[src/rtl/fe_capture_ctrl_if.sv]
// Front-end capture control bus: arm/trigger inputs, capture
// config, FIFO strobes and status flags of fe_capture_ctrl.
interface fe_capture_ctrl_if #(
    parameter int pDELAY_WIDTH = 20,
    parameter int pTRIGW_WIDTH = 17
);
    logic                    I_arm;
    logic                    I_pattern_match;
    logic                    I_capture_now;
    logic [pDELAY_WIDTH-1:0] I_trigger_delay;
    logic [pTRIGW_WIDTH-1:0] I_trigger_width;
    logic [15:0]             I_capture_len;
    logic                    I_data_wr;
    logic                    I_fifo_full;
    logic                    O_capture_enable;
    logic                    O_trig;
    logic                    O_armed;
    logic                    O_done;
    logic                    O_overflow;
    logic [2:0]              O_state;

    modport master (
        output I_arm, I_pattern_match, I_capture_now,
        output I_trigger_delay, I_trigger_width, I_capture_len,
        output I_data_wr, I_fifo_full,
        input  O_capture_enable, O_trig, O_armed,
        input  O_done, O_overflow, O_state
    );

    modport slave (
        input  I_arm, I_pattern_match, I_capture_now,
        input  I_trigger_delay, I_trigger_width, I_capture_len,
        input  I_data_wr, I_fifo_full,
        output O_capture_enable, O_trig, O_armed,
        output O_done, O_overflow, O_state
    );
endinterface

[src/rtl/fe_capture_ctrl.sv]
// Capture controller: arm -> trigger -> delay -> capture -> done.
// Optional trigger-out pulse generator under FE_CTRL_TRIG_OUT_EN.
module fe_capture_ctrl #(
    parameter int pDELAY_WIDTH = 20,
    parameter int pTRIGW_WIDTH = 17
) (
    input  logic              fe_clk,
    input  logic              reset_n,
    fe_capture_ctrl_if.slave  bus
);

    typedef enum logic [2:0] {
        IDLE    = 3'd0,
        ARMED   = 3'd1,
        DELAY   = 3'd2,
        CAPTURE = 3'd3,
        DONE    = 3'd4
    } state_t;

    state_t                  state;
    state_t                  state_nxt;
    logic                    arm_q;
    logic                    trig_q;
    logic [pDELAY_WIDTH-1:0] dly_cnt;
    logic [15:0]             wr_cnt;
    logic [15:0]             wr_cnt_inc;
    logic                    len_hit;
    logic                    cap_en;
    logic                    armed;
    logic                    done;
    logic                    overflow;
    logic                    trig_out;

    assign wr_cnt_inc = (wr_cnt == 16'hFFFF) ? wr_cnt : wr_cnt + 16'd1;
    assign len_hit    = bus.I_data_wr && (bus.I_capture_len != 16'd0)
                        && (wr_cnt_inc == bus.I_capture_len);

    // Next-state decode; disarm overrides every other transition.
    always_comb begin
        state_nxt = state;
        if (!bus.I_arm) begin
            state_nxt = IDLE;
        end else begin
            case (state)
                IDLE:    if (!arm_q) state_nxt = ARMED;
                ARMED:   if (trig_q)
                             state_nxt = (bus.I_trigger_delay == '0)
                                         ? CAPTURE : DELAY;
                DELAY:   if (dly_cnt <= 1) state_nxt = CAPTURE;
                CAPTURE: if (bus.I_fifo_full || len_hit)
                             state_nxt = DONE;
                DONE:    state_nxt = DONE;
                default: state_nxt = IDLE;
            endcase
        end
    end

    // State, counters and registered status outputs.
    always_ff @(posedge fe_clk or negedge reset_n) begin
        if (!reset_n) begin
            state    <= IDLE;
            arm_q    <= 1'b0;
            trig_q   <= 1'b0;
            dly_cnt  <= '0;
            wr_cnt   <= '0;
            cap_en   <= 1'b0;
            armed    <= 1'b0;
            done     <= 1'b0;
            overflow <= 1'b0;
        end else begin
            state  <= state_nxt;
            arm_q  <= bus.I_arm;
            trig_q <= (state == ARMED) && bus.I_arm
                      && (bus.I_pattern_match || bus.I_capture_now);
            cap_en <= (state_nxt == CAPTURE);
            armed  <= (state_nxt == ARMED) || (state_nxt == DELAY)
                      || (state_nxt == CAPTURE);
            done   <= (state_nxt == DONE);
            if (state == ARMED && state_nxt == DELAY)
                dly_cnt <= bus.I_trigger_delay;
            else if (state == DELAY && dly_cnt != '0)
                dly_cnt <= dly_cnt - 1'b1;
            if (state != CAPTURE)
                wr_cnt <= '0;
            else if (bus.I_data_wr)
                wr_cnt <= wr_cnt_inc;
            if (state == IDLE && state_nxt == ARMED)
                overflow <= 1'b0;
            else if (state == CAPTURE && bus.I_arm && bus.I_fifo_full)
                overflow <= 1'b1;
        end
    end

`ifdef FE_CTRL_TRIG_OUT_EN
    logic [pTRIGW_WIDTH-1:0] trigw_cnt;

    // Trigger-out pulse: starts with capture enable, lasts width cycles.
    always_ff @(posedge fe_clk or negedge reset_n) begin
        if (!reset_n) begin
            trig_out  <= 1'b0;
            trigw_cnt <= '0;
        end else if (!bus.I_arm) begin
            trig_out  <= 1'b0;
            trigw_cnt <= '0;
        end else if (state != CAPTURE && state_nxt == CAPTURE) begin
            trig_out  <= (bus.I_trigger_width != '0);
            trigw_cnt <= bus.I_trigger_width;
        end else if (trig_out) begin
            if (trigw_cnt <= 1) trig_out <= 1'b0;
            trigw_cnt <= trigw_cnt - 1'b1;
        end
    end
`else
    logic unused_trigw;
    assign unused_trigw = ^bus.I_trigger_width;
    assign trig_out     = 1'b0;
`endif

    assign bus.O_capture_enable = cap_en;
    assign bus.O_trig           = trig_out;
    assign bus.O_armed          = armed;
    assign bus.O_done           = done;
    assign bus.O_overflow       = overflow;
    assign bus.O_state          = state;

endmodule

[src/flat_wrapper.sv]
// flat-port wrapper written by rule: the top's interface ports become plain ports
module fe_capture_ctrl_flat 
#(
    parameter int pDELAY_WIDTH = 20,
    parameter int pTRIGW_WIDTH = 17
)
  (fe_clk, reset_n, bus_I_arm, bus_I_pattern_match, bus_I_capture_now, bus_I_trigger_delay, bus_I_trigger_width, bus_I_capture_len, bus_I_data_wr, bus_I_fifo_full, bus_O_capture_enable, bus_O_trig, bus_O_armed, bus_O_done, bus_O_overflow, bus_O_state);
  fe_capture_ctrl_if #(.pDELAY_WIDTH(pDELAY_WIDTH), .pTRIGW_WIDTH(pTRIGW_WIDTH)) bus_i ();
  input  logic fe_clk;
  input  logic reset_n;
  input wire logic [$bits(bus_i.I_arm)-1:0] bus_I_arm;
  input wire logic [$bits(bus_i.I_pattern_match)-1:0] bus_I_pattern_match;
  input wire logic [$bits(bus_i.I_capture_now)-1:0] bus_I_capture_now;
  input wire logic [$bits(bus_i.I_trigger_delay)-1:0] bus_I_trigger_delay;
  input wire logic [$bits(bus_i.I_trigger_width)-1:0] bus_I_trigger_width;
  input wire logic [$bits(bus_i.I_capture_len)-1:0] bus_I_capture_len;
  input wire logic [$bits(bus_i.I_data_wr)-1:0] bus_I_data_wr;
  input wire logic [$bits(bus_i.I_fifo_full)-1:0] bus_I_fifo_full;
  output wire logic [$bits(bus_i.O_capture_enable)-1:0] bus_O_capture_enable;
  output wire logic [$bits(bus_i.O_trig)-1:0] bus_O_trig;
  output wire logic [$bits(bus_i.O_armed)-1:0] bus_O_armed;
  output wire logic [$bits(bus_i.O_done)-1:0] bus_O_done;
  output wire logic [$bits(bus_i.O_overflow)-1:0] bus_O_overflow;
  output wire logic [$bits(bus_i.O_state)-1:0] bus_O_state;
  assign bus_i.I_arm = bus_I_arm;
  assign bus_i.I_pattern_match = bus_I_pattern_match;
  assign bus_i.I_capture_now = bus_I_capture_now;
  assign bus_i.I_trigger_delay = bus_I_trigger_delay;
  assign bus_i.I_trigger_width = bus_I_trigger_width;
  assign bus_i.I_capture_len = bus_I_capture_len;
  assign bus_i.I_data_wr = bus_I_data_wr;
  assign bus_i.I_fifo_full = bus_I_fifo_full;
  assign bus_O_capture_enable = bus_i.O_capture_enable;
  assign bus_O_trig = bus_i.O_trig;
  assign bus_O_armed = bus_i.O_armed;
  assign bus_O_done = bus_i.O_done;
  assign bus_O_overflow = bus_i.O_overflow;
  assign bus_O_state = bus_i.O_state;
  fe_capture_ctrl #(.pDELAY_WIDTH(pDELAY_WIDTH), .pTRIGW_WIDTH(pTRIGW_WIDTH)) u_core (.fe_clk(fe_clk), .reset_n(reset_n), .bus(bus_i));
endmodule
[config.mk]
export PLATFORM = sky130hd
export DESIGN_NAME = fe_capture_ctrl_flat
export DESIGN_NICKNAME = d
export VERILOG_FILES = /design/src/rtl/fe_capture_ctrl_if.sv /design/src/rtl/fe_capture_ctrl.sv /design/src/flat_wrapper.sv
export SDC_FILE = /design/constraint.sdc
export NUM_CORES = 1
export LEC_CHECK = 0
export CELL_PAD_IN_SITES_DETAIL_PLACEMENT = 0
export CELL_PAD_IN_SITES_GLOBAL_PLACEMENT = 2
export CORE_MARGIN = 4
export CORE_UTILIZATION = 38
export CTS_CLUSTER_DIAMETER = 120
export DETAILED_ROUTE_END_ITERATION = 7
export DONT_BUFFER_PORTS = 1
export GPL_TIMING_DRIVEN = 0
export PLACE_DENSITY_LB_ADDON = 0.1
export SLEW_MARGIN = 10
export SYNTH_ARGS = -nofsm -noshare
export SYNTH_HDL_FRONTEND = slang
export SYNTH_SLANG_ARGS = --single-unit
export TNS_END_PERCENT = 10
[constraint.sdc]
create_clock -name fe_clk -period 3 [get_ports fe_clk]
set_input_delay 0.3 -clock fe_clk [delete_from_list [all_inputs] [get_ports fe_clk]]
set_output_delay 0.3 -clock fe_clk [all_outputs]
set_load 0.02 [all_outputs]
Yosys cells after proc, flatten, opt, wreduce, memory -nomap -nowiden
Index checks and enable logic that the tools add are counted.
{"block": "word_totals", "out_inout_bits": 8, "elab_cells": 57, "inputBits": 60, "regBits": 45}
{"block": "classes", "n_mux": 14, "n_reduce_logical": 20, "n_eq_ne": 11, "n_addsub": 2, "magnitude_cmp": 1}
{"operator": "2-to-1 mux 16 bit", "count": 3}
{"operator": "2-to-1 mux 20 bit", "count": 2}
{"operator": "<= comparator 20 x 1 -> 1 bit (second input constant)", "count": 1}
{"operator": "logical NOT 20 bit", "count": 1}
{"operator": "nonzero test 20 bit", "count": 1}
{"operator": "subtractor 20 x 1 -> 20 bit (second input constant)", "count": 1}
{"operator": "adder 16 x 1 -> 16 bit (second input constant)", "count": 1}
{"operator": "equality test 16 bit", "count": 1}
{"operator": "equality test 16 bit (second input constant)", "count": 1}
{"operator": "nonzero test 16 bit", "count": 1}
{"operator": "2-to-1 mux 3 bit", "count": 5}
{"operator": "case mux 3 bit (5 select lines)", "count": 1}
{"operator": "equality test 3 x 2 -> 1 bit (second input constant)", "count": 4}
{"operator": "logical AND 1 bit", "count": 9}
{"operator": "equality test 3 x 1 -> 1 bit (second input constant)", "count": 2}
{"operator": "equality test 3 bit (second input constant)", "count": 2}
{"operator": "nonzero test 2 bit", "count": 3}
{"operator": "logical OR 1 bit", "count": 4}
{"operator": "logical NOT 3 bit", "count": 1}
{"operator": "2-to-1 mux 1 bit", "count": 3}
{"operator": "!= test 3 x 2 -> 1 bit (second input constant)", "count": 1}

Longest topological paths before layout
Gate-level depths: netlist of run 1.
{"block": "depth", "ltp_word": 11, "mapped_depth": 10, "mapped_depth_nobuf": 9}

Worst setup path after synthesis of run 1
Ideal clock, no wire load.
{"block": "synth_path", "path_kind": "register to register", "from": "reg u_core.wr_cnt[0]", "to": "reg u_core.cap_en (netlist: u_core.bus.O_capture_enable)", "path_buffers": 0, "t_arrival_ns": 2.361, "slack_ns": 0.520, "path_stages_with_launch": 10, "setup_ns": 0.119, "synth_period_minus_slack_ns": 2.480, "required_ns": 2.881, "path_cell_list": "dfrtp_1 > ha_1 > nand4_1 > nor3_2 > and3_1 > mux2i_1 > o221a_1 > nand4_2 > a41o_1 > and2_1"}
{"block": "synth_via", "elab_chain_len": 9, "elab_cells_between_ends": 10, "classes_between": "add/sub: 1; eq/ne: 3; mux: 4; reduce/logical: 2"}
{"item": "start, declared", "line": "fe_capture_ctrl.sv:25", "text": "logic [15:0] wr_cnt;"}
{"item": "start signal, assigned", "line": "fe_capture_ctrl.sv:86", "text": "wr_cnt <= wr_cnt_inc;"}
{"item": "adder 16 x 1 -> 16 bit / equality test 16 bit (equally long branches)", "line": "fe_capture_ctrl.sv:34", "text": "assign wr_cnt_inc = (wr_cnt == 16'hFFFF) ? wr_cnt : wr_cnt + 16'd1;"}
{"item": "2-to-1 mux 16 bit *", "line": "fe_capture_ctrl.sv:34"}
{"item": "equality test 16 bit *", "line": "fe_capture_ctrl.sv:36", "text": "&& (wr_cnt_inc == bus.I_capture_len);"}
{"item": "logical AND 1 bit *", "line": "fe_capture_ctrl.sv:36"}
{"item": "logical OR 1 bit *", "line": "fe_capture_ctrl.sv:50", "text": "CAPTURE: if (bus.I_fifo_full || len_hit)"}
{"item": "2-to-1 mux 3 bit *", "line": "fe_capture_ctrl.sv:50"}
{"item": "case mux 3 bit (5 select lines) *", "line": "fe_capture_ctrl.sv:44", "text": "case (state)"}
{"item": "2-to-1 mux 3 bit *", "line": "fe_capture_ctrl.sv:41", "text": "if (!bus.I_arm) begin"}
{"item": "via u_core.state_nxt[0]", "line": "fe_capture_ctrl.sv:21", "text": "state_t state_nxt;"}
{"item": "equality test 3 x 2 -> 1 bit *", "line": "fe_capture_ctrl.sv:75", "text": "cap_en <= (state_nxt == CAPTURE);"}
{"item": "end signal, assigned", "line": "fe_capture_ctrl.sv:75"}
{"item": "end, declared", "line": "fe_capture_ctrl.sv:28", "text": "logic cap_en;"}
The timed path passes the listed nets; every way through them passes the cells marked *.
A chain may end at the register's enable or synchronous reset.

Worst setup path after layout of run 1
{"block": "layout_path", "from": "reg u_core.wr_cnt[0]", "to": "reg u_core.armed (netlist: u_core.bus.O_armed)"}
{"block": "layout_via", "elab_chain_len": 11, "elab_cells_between_ends": 14, "classes_between": "add/sub: 1; eq/ne: 5; mux: 4; reduce/logical: 4"}
{"item": "adder 16 x 1 -> 16 bit / equality test 16 bit (equally long branches)", "line": "fe_capture_ctrl.sv:34"}
{"item": "2-to-1 mux 16 bit *", "line": "fe_capture_ctrl.sv:34"}
{"item": "equality test 16 bit *", "line": "fe_capture_ctrl.sv:36"}
{"item": "logical AND 1 bit *", "line": "fe_capture_ctrl.sv:36"}
{"item": "logical OR 1 bit *", "line": "fe_capture_ctrl.sv:50"}
{"item": "2-to-1 mux 3 bit *", "line": "fe_capture_ctrl.sv:50"}
{"item": "case mux 3 bit (5 select lines) *", "line": "fe_capture_ctrl.sv:44"}
{"item": "2-to-1 mux 3 bit *", "line": "fe_capture_ctrl.sv:41"}
{"item": "via u_core.state_nxt[1]", "line": "fe_capture_ctrl.sv:21"}
{"item": "equality test 3 x 1 -> 1 bit / equality test 3 x 2 -> 1 bit (equally long branches)", "line": "fe_capture_ctrl.sv:76", "text": "armed <= (state_nxt == ARMED) || (state_nxt == DELAY)"}
{"item": "logical OR 1 bit", "line": "fe_capture_ctrl.sv:76"}
{"item": "logical OR 1 bit *", "line": "fe_capture_ctrl.sv:77", "text": "|| (state_nxt == CAPTURE);"}
{"item": "end signal, assigned", "line": "fe_capture_ctrl.sv:76"}
{"item": "end, declared", "line": "fe_capture_ctrl.sv:29", "text": "logic armed;"}
Marks and branches as above.

==> flow_metrics.py, run 1 <==
metrics = {
    "run_status": {
        "outcome": "complete, no violations",
    },
    "power_and_ir_drop": {
        "total_power_mw": 1.400,
        "power_density_mw_per_mm2": 407.3,
        "ir_worst_vdd_uv": 135.0,
        "p_leak_nw": 1.289,
    },
    "logic_synthesis": {
        "synth_edf_count": 0,
        "synth_top_family_by_area": "simple AND/OR/NAND/NOR gates",
        "synth_area_per_cell_sq_um": 8.617,
        "ys_warn_count": 0,
        "synth-simple-area-share": 0.2988,
        "synthAdderAreaFrac": 0.01203,
        "syn-num-nets": 425,
        "synth_ff_type": "dfrtp_1",
        "syn_inst": 362,
        "yosysSeqAreaShare": 0.3610,
        "ys_seq_elements": 45,
        "synth_xor_area_frac": 0.1235,
        "ys_async_sr_fraction": 1.000,
        "synth_compound_area_frac": 0.1408,
        "syn_area_sq_mm": 0.003119,
        "post_synth_num_cell_types": 55,
        "synth_mux_area_frac": 0.01003,
    },
    "floorplanning": {
        "dieHeight_um": 98.60,
        "dieArea_sq_mm": 0.009722,
        "core_area_sq_mm": 0.007848,
        "ios": 68,
        "rows": 32,
        "initial_core_util": 0.3975,
        "fp.dieW_um": 98.60,
    },
    "sta": {
        "relSlewSlack": 0.5923,
        "timing.final.max_slew_violations": 0,
        "hold_violations": 0,
        "min_period_ps": 2803,
        "setup_viol": 0,
        "period_share": 0.9342,
        "tightestPinTransition_ps": 605.9,
        "fin_ws_ps": 197.3,
        "clock.fmax_ghz": 0.3568,
        "final.setup_skew_ps": 8.414,
        "rsz0062_at_grt": "no",
    },
    "setup_path": {
        "cp_max_fo": 6,
        "crit_end": "u_core.bus.O_armed$_DFF_PN0_",
        "r2r-start": "u_core.wr_cnt[0]$_DFFE_PN0P_",
        "cp-end-kind": "flip-flop",
        "r2r_cells": 10,
        "required_ps": 3190,
        "cp-start-kind": "flip-flop",
        "arrival_ps": 2990,
        "r2r-end": "u_core.bus.O_armed$_DFF_PN0_",
        "crit_type": "reg -> reg",
        "rrSetupSlack_ps": 200,
        "crit_start": "u_core.wr_cnt[0]$_DFFE_PN0P_",
    },
    "routing": {
        "ant_nets": 0,
        "dr_total_vias": 2681,
        "viasPerCell": 5.621,
        "drc": 0,
        "routedWlPerCell_um": 17.17,
        "drtIter0Drc": 109,
        "drt-total-wl_mm": 8.192,
        "drt_first_pass_iters": 4,
    },
    "grt": {
        "antenna_found_initial": 0,
        "gr-total-overflow": 0,
        "grt_pass1_wl_mm": 13.39,
        "grt_use_total": 0.1691,
        "grt_pass1_vias": 2610,
        "grt_max_degree": 46,
    },
    "placement": {
        "post-dp-hpwl_mm": 6.281,
        "dp_slack_ps": -5.089,
        "gp_congestion": 0.8257,
        "io_buffers": 0,
        "placed_area_sq_mm": 0.003247,
    },
    "worst_hold_path": {
        "min_path_type": "in -> reg",
    },
    "clock_network": {
        "root_buffer": "clkbuf_8",
        "cts_tree": "built",
        "clock_path_buffers": 2,
        "cts_buffers": 5,
        "cts_sinks": 45,
        "h-tree-depth": 2,
        "worstSkewPairLatency_ps": 300,
        "clk_pin_slew_ps": 90,
    },
    "job": {
        "cap_violations": 0,
    },
    "layout": {
        "antenna-diode-count": 0,
        "finish.utilization": 0.4381,
        "final_area_sq_mm": 0.003438,
        "drive_above_1_share": 0.1200,
        "final_nets": 438,
        "area_growth_pct": 10.23,
    },
}
[metal layers]
layer	vias up	global-route usage	share of wire
li1	1330	-	-
met1	1286	0.2201	0.45
met2	56	0.2897	0.49
met3	9	0.03114	0.048
met4	0	0.04307	0.013
met5	-	0	0
[Yosys cell counts, drive strengths merged (2+ instances only)]
| master | instances | area (sq um) |
|---|---|---|
| a211o | 2 | 17.52 |
| a21oi | 33 | 165.2 |
| a22oi | 2 | 15.01 |
| a311oi | 2 | 17.52 |
| a31oi | 5 | 31.28 |
| and2 | 5 | 31.28 |
| and3 | 8 | 50.05 |
| and4 | 7 | 61.31 |
| buf | 18 | 106.4 |
| clkbuf | 6 | 23.77 |
| dfrtp | 45 | 1126 |
| ha | 3 | 37.54 |
| inv | 9 | 33.78 |
| mux2i | 2 | 20.02 |
| nand2 | 19 | 71.32 |
| nand3 | 13 | 65.06 |
| nand3b | 4 | 30.03 |
| nand4 | 12 | 93.84 |
| nor2 | 46 | 172.7 |
| nor2b | 2 | 12.51 |
| nor3 | 9 | 50.05 |
| nor3b | 2 | 15.01 |
| nor4 | 21 | 171.4 |
| o2111ai | 2 | 17.52 |
| o21ai | 9 | 45.04 |
| or2 | 3 | 18.77 |
| or3 | 11 | 68.82 |
| xnor2 | 27 | 236.5 |
| xor2 | 17 | 148.9 |
[layout by cell type, fill, tap and decap left out, drive strengths merged, types with 11 or more instances in the layout]
master,n
clkbuf,11
nand3,13
or3,11
xor2,17
a21oi,33
dfrtp,45
buf,23
nand2,19
nand4,12
nor2,46
xnor2,27
nor4,21
[cell families after synthesis]
kind of cell             Yosys count
AO/OA/AOI/OAI                     69
flip-flops                        45
buffers and inverters             33
XOR/XNOR                          44
adder cells (fa/ha/maj)            3
multiplexers                       3
AND/OR/NAND/NOR                  164
other                              1
[critical path: stages, from the launching register on]
cell and delay (ps):
dfrtp_2 450, ha_2 260, nand4_1 120, buf_4 180
nor3_4 310, and3_1 270, mux2i_1 260, o221a_1 250
nand4_1 90, and4b_1 260, or2_1 240
[cell type report]
| class | instances | area, sq um |
|---|---|---|
| Inverter | 9 | 33.78 |
| Tap cell | 102 | 127.6 |
| Multi-Input combinational cell | 284 | 1847 |
| Timing Repair Buffer | 6 | 67.56 |
| Fill cell | 829 | 4409 |
| Buffer | 24 | 130.1 |
| Clock buffer | 5 | 68.82 |
| Clock inverter | 2 | 35.03 |
| Sequential cell | 45 | 1129 |
[how the worst min path moves through the flow]
stage / cells past startpoint / to / from / slack (ps)
finish: 0 / u_core.arm_q$_DFF_PN0_ / bus_I_arm / 20
global route: 0 / u_core.arm_q$_DFF_PN0_ / bus_I_arm / 0.5
CTS: 0 / u_core.arm_q$_DFF_PN0_ / bus_I_arm / 10
detailed placement: 0 / u_core.bus.O_state[0]$_DFF_PN0_ / reset_n / 6
global placement: 0 / u_core.bus.O_capture_enable$_DFF_PN0_ / reset_n / 5
floorplan: 0 / u_core.arm_q$_DFF_PN0_ / reset_n / 4
[what timing repair did]
item | 4_1_cts | 5_1_grt
setup endpoints to repair | 2 | 9
cloned | 0 | 0
buffers inserted | 2 | 2
gates resized for setup | 1 | 4
hold buffers | 2 | 0
pin swaps | 1 | 2
endpoints found under the hold margin | 45 | 0
[sequential cells by signal, indices dropped and copies added, names as in the netlist]
| register | count |
|---|---|
| u_core.arm_q | 1 |
| u_core.bus.O_armed | 1 |
| u_core.bus.O_capture_enable | 1 |
| u_core.bus.O_done | 1 |
| u_core.bus.O_overflow | 1 |
| u_core.bus.O_state | 3 |
| u_core.dly_cnt | 20 |
| u_core.trig_q | 1 |
| u_core.wr_cnt | 16 |
[power by group]
group          switching [mW]  leakage (nW)  internal, mW
clock network           0.203        0.0540         0.242
logic                   0.112         0.698         0.108
registers              0.0623         0.536         0.673
total                   0.377          1.29          1.02
[stage by stage]
stage | setup TNS, ps | hold WS (ps) | instances
after floorplan | 0 | 4.409 | 362
after global placement | -19.60 | 5.421 | 464
after detailed placement | -5.089 | 5.608 | 464
after CTS | 0 | 13.73 | 475
after global routing | 0 | 0.4834 | 477
final | 0 | 24.49 | 477
Note: power is estimated with default switching activity, not from simulation.
==> run 2, diff against run 1 <==
==> constraint.sdc (replaced) <==
create_clock -name fe_clk -period 2.75 [get_ports fe_clk]
set_input_delay 0.275 -clock fe_clk [delete_from_list [all_inputs] [get_ports fe_clk]]
set_output_delay 0.275 -clock fe_clk [all_outputs]
set_load 0.02 [all_outputs]
==> run 2 against run 1 <==
Effect of this change:
- setup slack lost 110 ps
- combinational power grew 14%
- final area grew 4.8%
- global-route usage grew 0.28 points
- largest power group unchanged
- non-clock buffer count grew 11
- register-to-register slack lost 110 ps
- largest cell class unchanged
- power grew 9.9%
- hold slack gained 110 ps
- clock skew shrank 0.74 ps
==> flow_metrics.py, run 2 (synthesis results as in run 1) <==
metrics = {
    "run_status": {
        "outcome": "complete, no violations",
    },
    "power_and_ir_drop": {
        "switching_share": 0.2718,
        "ir_worst_vdd_uv": 147.0,
        "clkPwrFrac": 0.315,
        "seqPwrFrac": 0.522,
        "p_sw_uw": 418.3,
        "p_leak_nw": 1.399,
        "power_density_mw_per_mm2": 426.9,
        "total_power_mw": 1.539,
        "p_comb_frac": 0.163,
        "intPower_mw": 1.120,
    },
    "floorplanning": {
        "dieHeight_um": 98.60,
        "fp.dieW_um": 98.60,
        "initial_core_util": 0.3975,
        "core_area_sq_mm": 0.007848,
        "ios": 68,
        "dieArea_sq_mm": 0.009722,
        "rows": 32,
    },
    "sta": {
        "tightestPinTransition_ps": 566.3,
        "tns_ps": 0,
        "period_share": 0.9682,
        "relSlewSlack": 0.6190,
        "timing.final.max_slew_violations": 0,
        "final.setup_skew_ps": 7.674,
        "setup_viol": 0,
        "clock.fmax_ghz": 0.3756,
        "min_period_ps": 2662,
        "rsz0062_at_grt": "yes",
        "hold_violations": 0,
    },
    "clock_network": {
        "worstSkewPairLatency_ps": 300,
        "cts_tree": "built",
        "cts_buffers": 5,
        "h-tree-depth": 2,
        "clk_pin_slew_ps": 80,
        "root_buffer": "clkbuf_8",
        "cts_sinks": 45,
        "clock_path_buffers": 2,
    },
    "layout": {
        "final_nets": 449,
        "largest-register": "u_core.dly_cnt",
        "fillCellCount": 825,
        "final_area_sq_mm": 0.003605,
        "final_common_cell": "nor2_1",
        "drive_above_1_share": 0.1528,
        "antenna-diode-count": 0,
        "largest_reg_flops": 20,
        "final_cell_mix": "nor2_1, dfrtp_1, a21oi_1, xnor2_1, nand2_1",
        "area_growth_pct": 15.56,
        "fin_cells": 488,
    },
    "grt": {
        "grt_pass1_vias": 2670,
        "grt_use_total": 0.1719,
        "antenna_found_initial": 0,
        "grt_max_degree": 46,
        "gr-total-overflow": 0,
        "grt_pass1_wl_mm": 13.62,
    },
    "setup_path": {
        "r2r_cells": 11,
        "cp_cell_sequence": "ha_4 -> and4_1 -> buf_4 -> nand4_1 -> buf_4 -> and3_1 -> o2111ai_1 -> nor4_4 -> nand4_2 -> a41o_1 -> and2_1",
        "required_ps": 2940,
        "rrSetupSlack_ps": 90,
        "cp-start-kind": "flip-flop",
        "crit_type": "reg -> reg",
        "slowest_stage": "dfrtp_2",
        "cp-end-kind": "flip-flop",
        "r2r-start": "u_core.wr_cnt[0]$_DFFE_PN0P_",
        "slowest_delay_ps": 460,
        "cp_max_fo": 6,
        "arrival_ps": 2860,
        "r2r-end": "u_core.bus.O_capture_enable$_DFF_PN0_",
        "path_common_cell": "buf_4",
    },
    "worst_hold_path": {
        "min_from": "bus_I_trigger_delay[1]",
        "min_path_type": "in -> reg",
        "holdPathStages": 1,
        "holdPathEnd": "u_core.dly_cnt[1]$_DFFE_PN0P_",
    },
    "routing": {
        "drt_first_pass_iters": 4,
        "viasPerCell": 5.600,
        "drt-total-wl_mm": 8.441,
        "dr_total_vias": 2733,
        "ant_nets": 0,
        "drc": 0,
        "drtIter0Drc": 150,
        "routedWlPerCell_um": 17.30,
    },
    "job": {
        "cap_violations": 0,
    },
    "placement": {
        "placed_area_sq_mm": 0.003247,
        "gp_congestion": 0.8257,
        "dpl.cell_count": 464,
        "post-dp-hpwl_mm": 6.281,
        "io_buffers": 0,
    },
}
## run 2: per-stage QoR
stage                     hold WS, ps    util  worst slack, ps
after floorplan                -20.59       -            269.6
after CTS                       119.7  0.4428            5.588
after global placement         -19.58  0.4137           -264.0
final                           129.9  0.4593            87.58
after global routing            125.7  0.4593           -31.64
after detailed placement       -19.39  0.4137           -255.1
## run 2: repair_timing
action / CTS / global route
hold buffers: 3 / 0
pin swaps: 6 / 9
hold endpoints to repair: 46 / 0
buffers inserted: 5 / 9
gates resized for setup: 8 / 10
endpoints found under the setup margin: 16 / 14
## run 2: worst max-delay path by stage
stage,start,to,slack (ps),depth (start not counted)
2_1_floorplan,u_core.wr_cnt[0]$_DFFE_PN0P_,u_core.bus.O_capture_enable$_DFF_PN0_,270,9
3_3_place_gp,u_core.wr_cnt[0]$_DFFE_PN0P_,u_core.bus.O_capture_enable$_DFF_PN0_,-260,10
3_5_place_dp,u_core.wr_cnt[0]$_DFFE_PN0P_,u_core.bus.O_capture_enable$_DFF_PN0_,-260,10
4_1_cts,u_core.wr_cnt[0]$_DFFE_PN0P_,u_core.bus.O_capture_enable$_DFF_PN0_,6,10
5_1_grt,u_core.wr_cnt[0]$_DFFE_PN0P_,u_core.bus.O_armed$_DFF_PN0_,-30,10
6_report,u_core.wr_cnt[0]$_DFFE_PN0P_,u_core.bus.O_capture_enable$_DFF_PN0_,90,11
## run 2: worst max-delay path: cells and delay by family, from the launching register on
kind / cells / cell delay (ps)
AO/OA/AOI/OAI: 2 / 450
adder cells (fa/ha/maj): 1 / 200
buffers and inverters: 2 / 310
flip-flops: 1 / 460
AND/OR/NAND/NOR: 6 / 1140
## run 2: cell type report
type | count | area, sq um | area share
multi-input combinational | 284 | 1922 | 0.5331
clock buffer | 5 | 68.82 | 0.01909
timing repair buffer | 17 | 152.6 | 0.04235
buffer | 24 | 136.4 | 0.03783
inverter | 9 | 33.78 | 0.009372
sequential | 45 | 1129 | 0.3131
tap | 102 | 127.6 | 0.03540
clock inverter | 2 | 35.03 | 0.009719
## run 2: metal layers
layer  share of wire  track usage
met5               0            0
met1            0.46       0.2210
met4           0.014      0.05462
met2            0.49       0.2928
met3           0.036      0.03114
## run 2: power by group through the flow
stage | clock network [mW] | registers (mW) | logic, mW
after floorplan | 0 | 0.800 | 0.186
after global placement | 0 | 0.813 | 0.218
after detailed placement | 0 | 0.814 | 0.222
after CTS | 0.509 | 0.803 | 0.248
after global routing | 0.538 | 0.813 | 0.289
final | 0.484 | 0.803 | 0.251
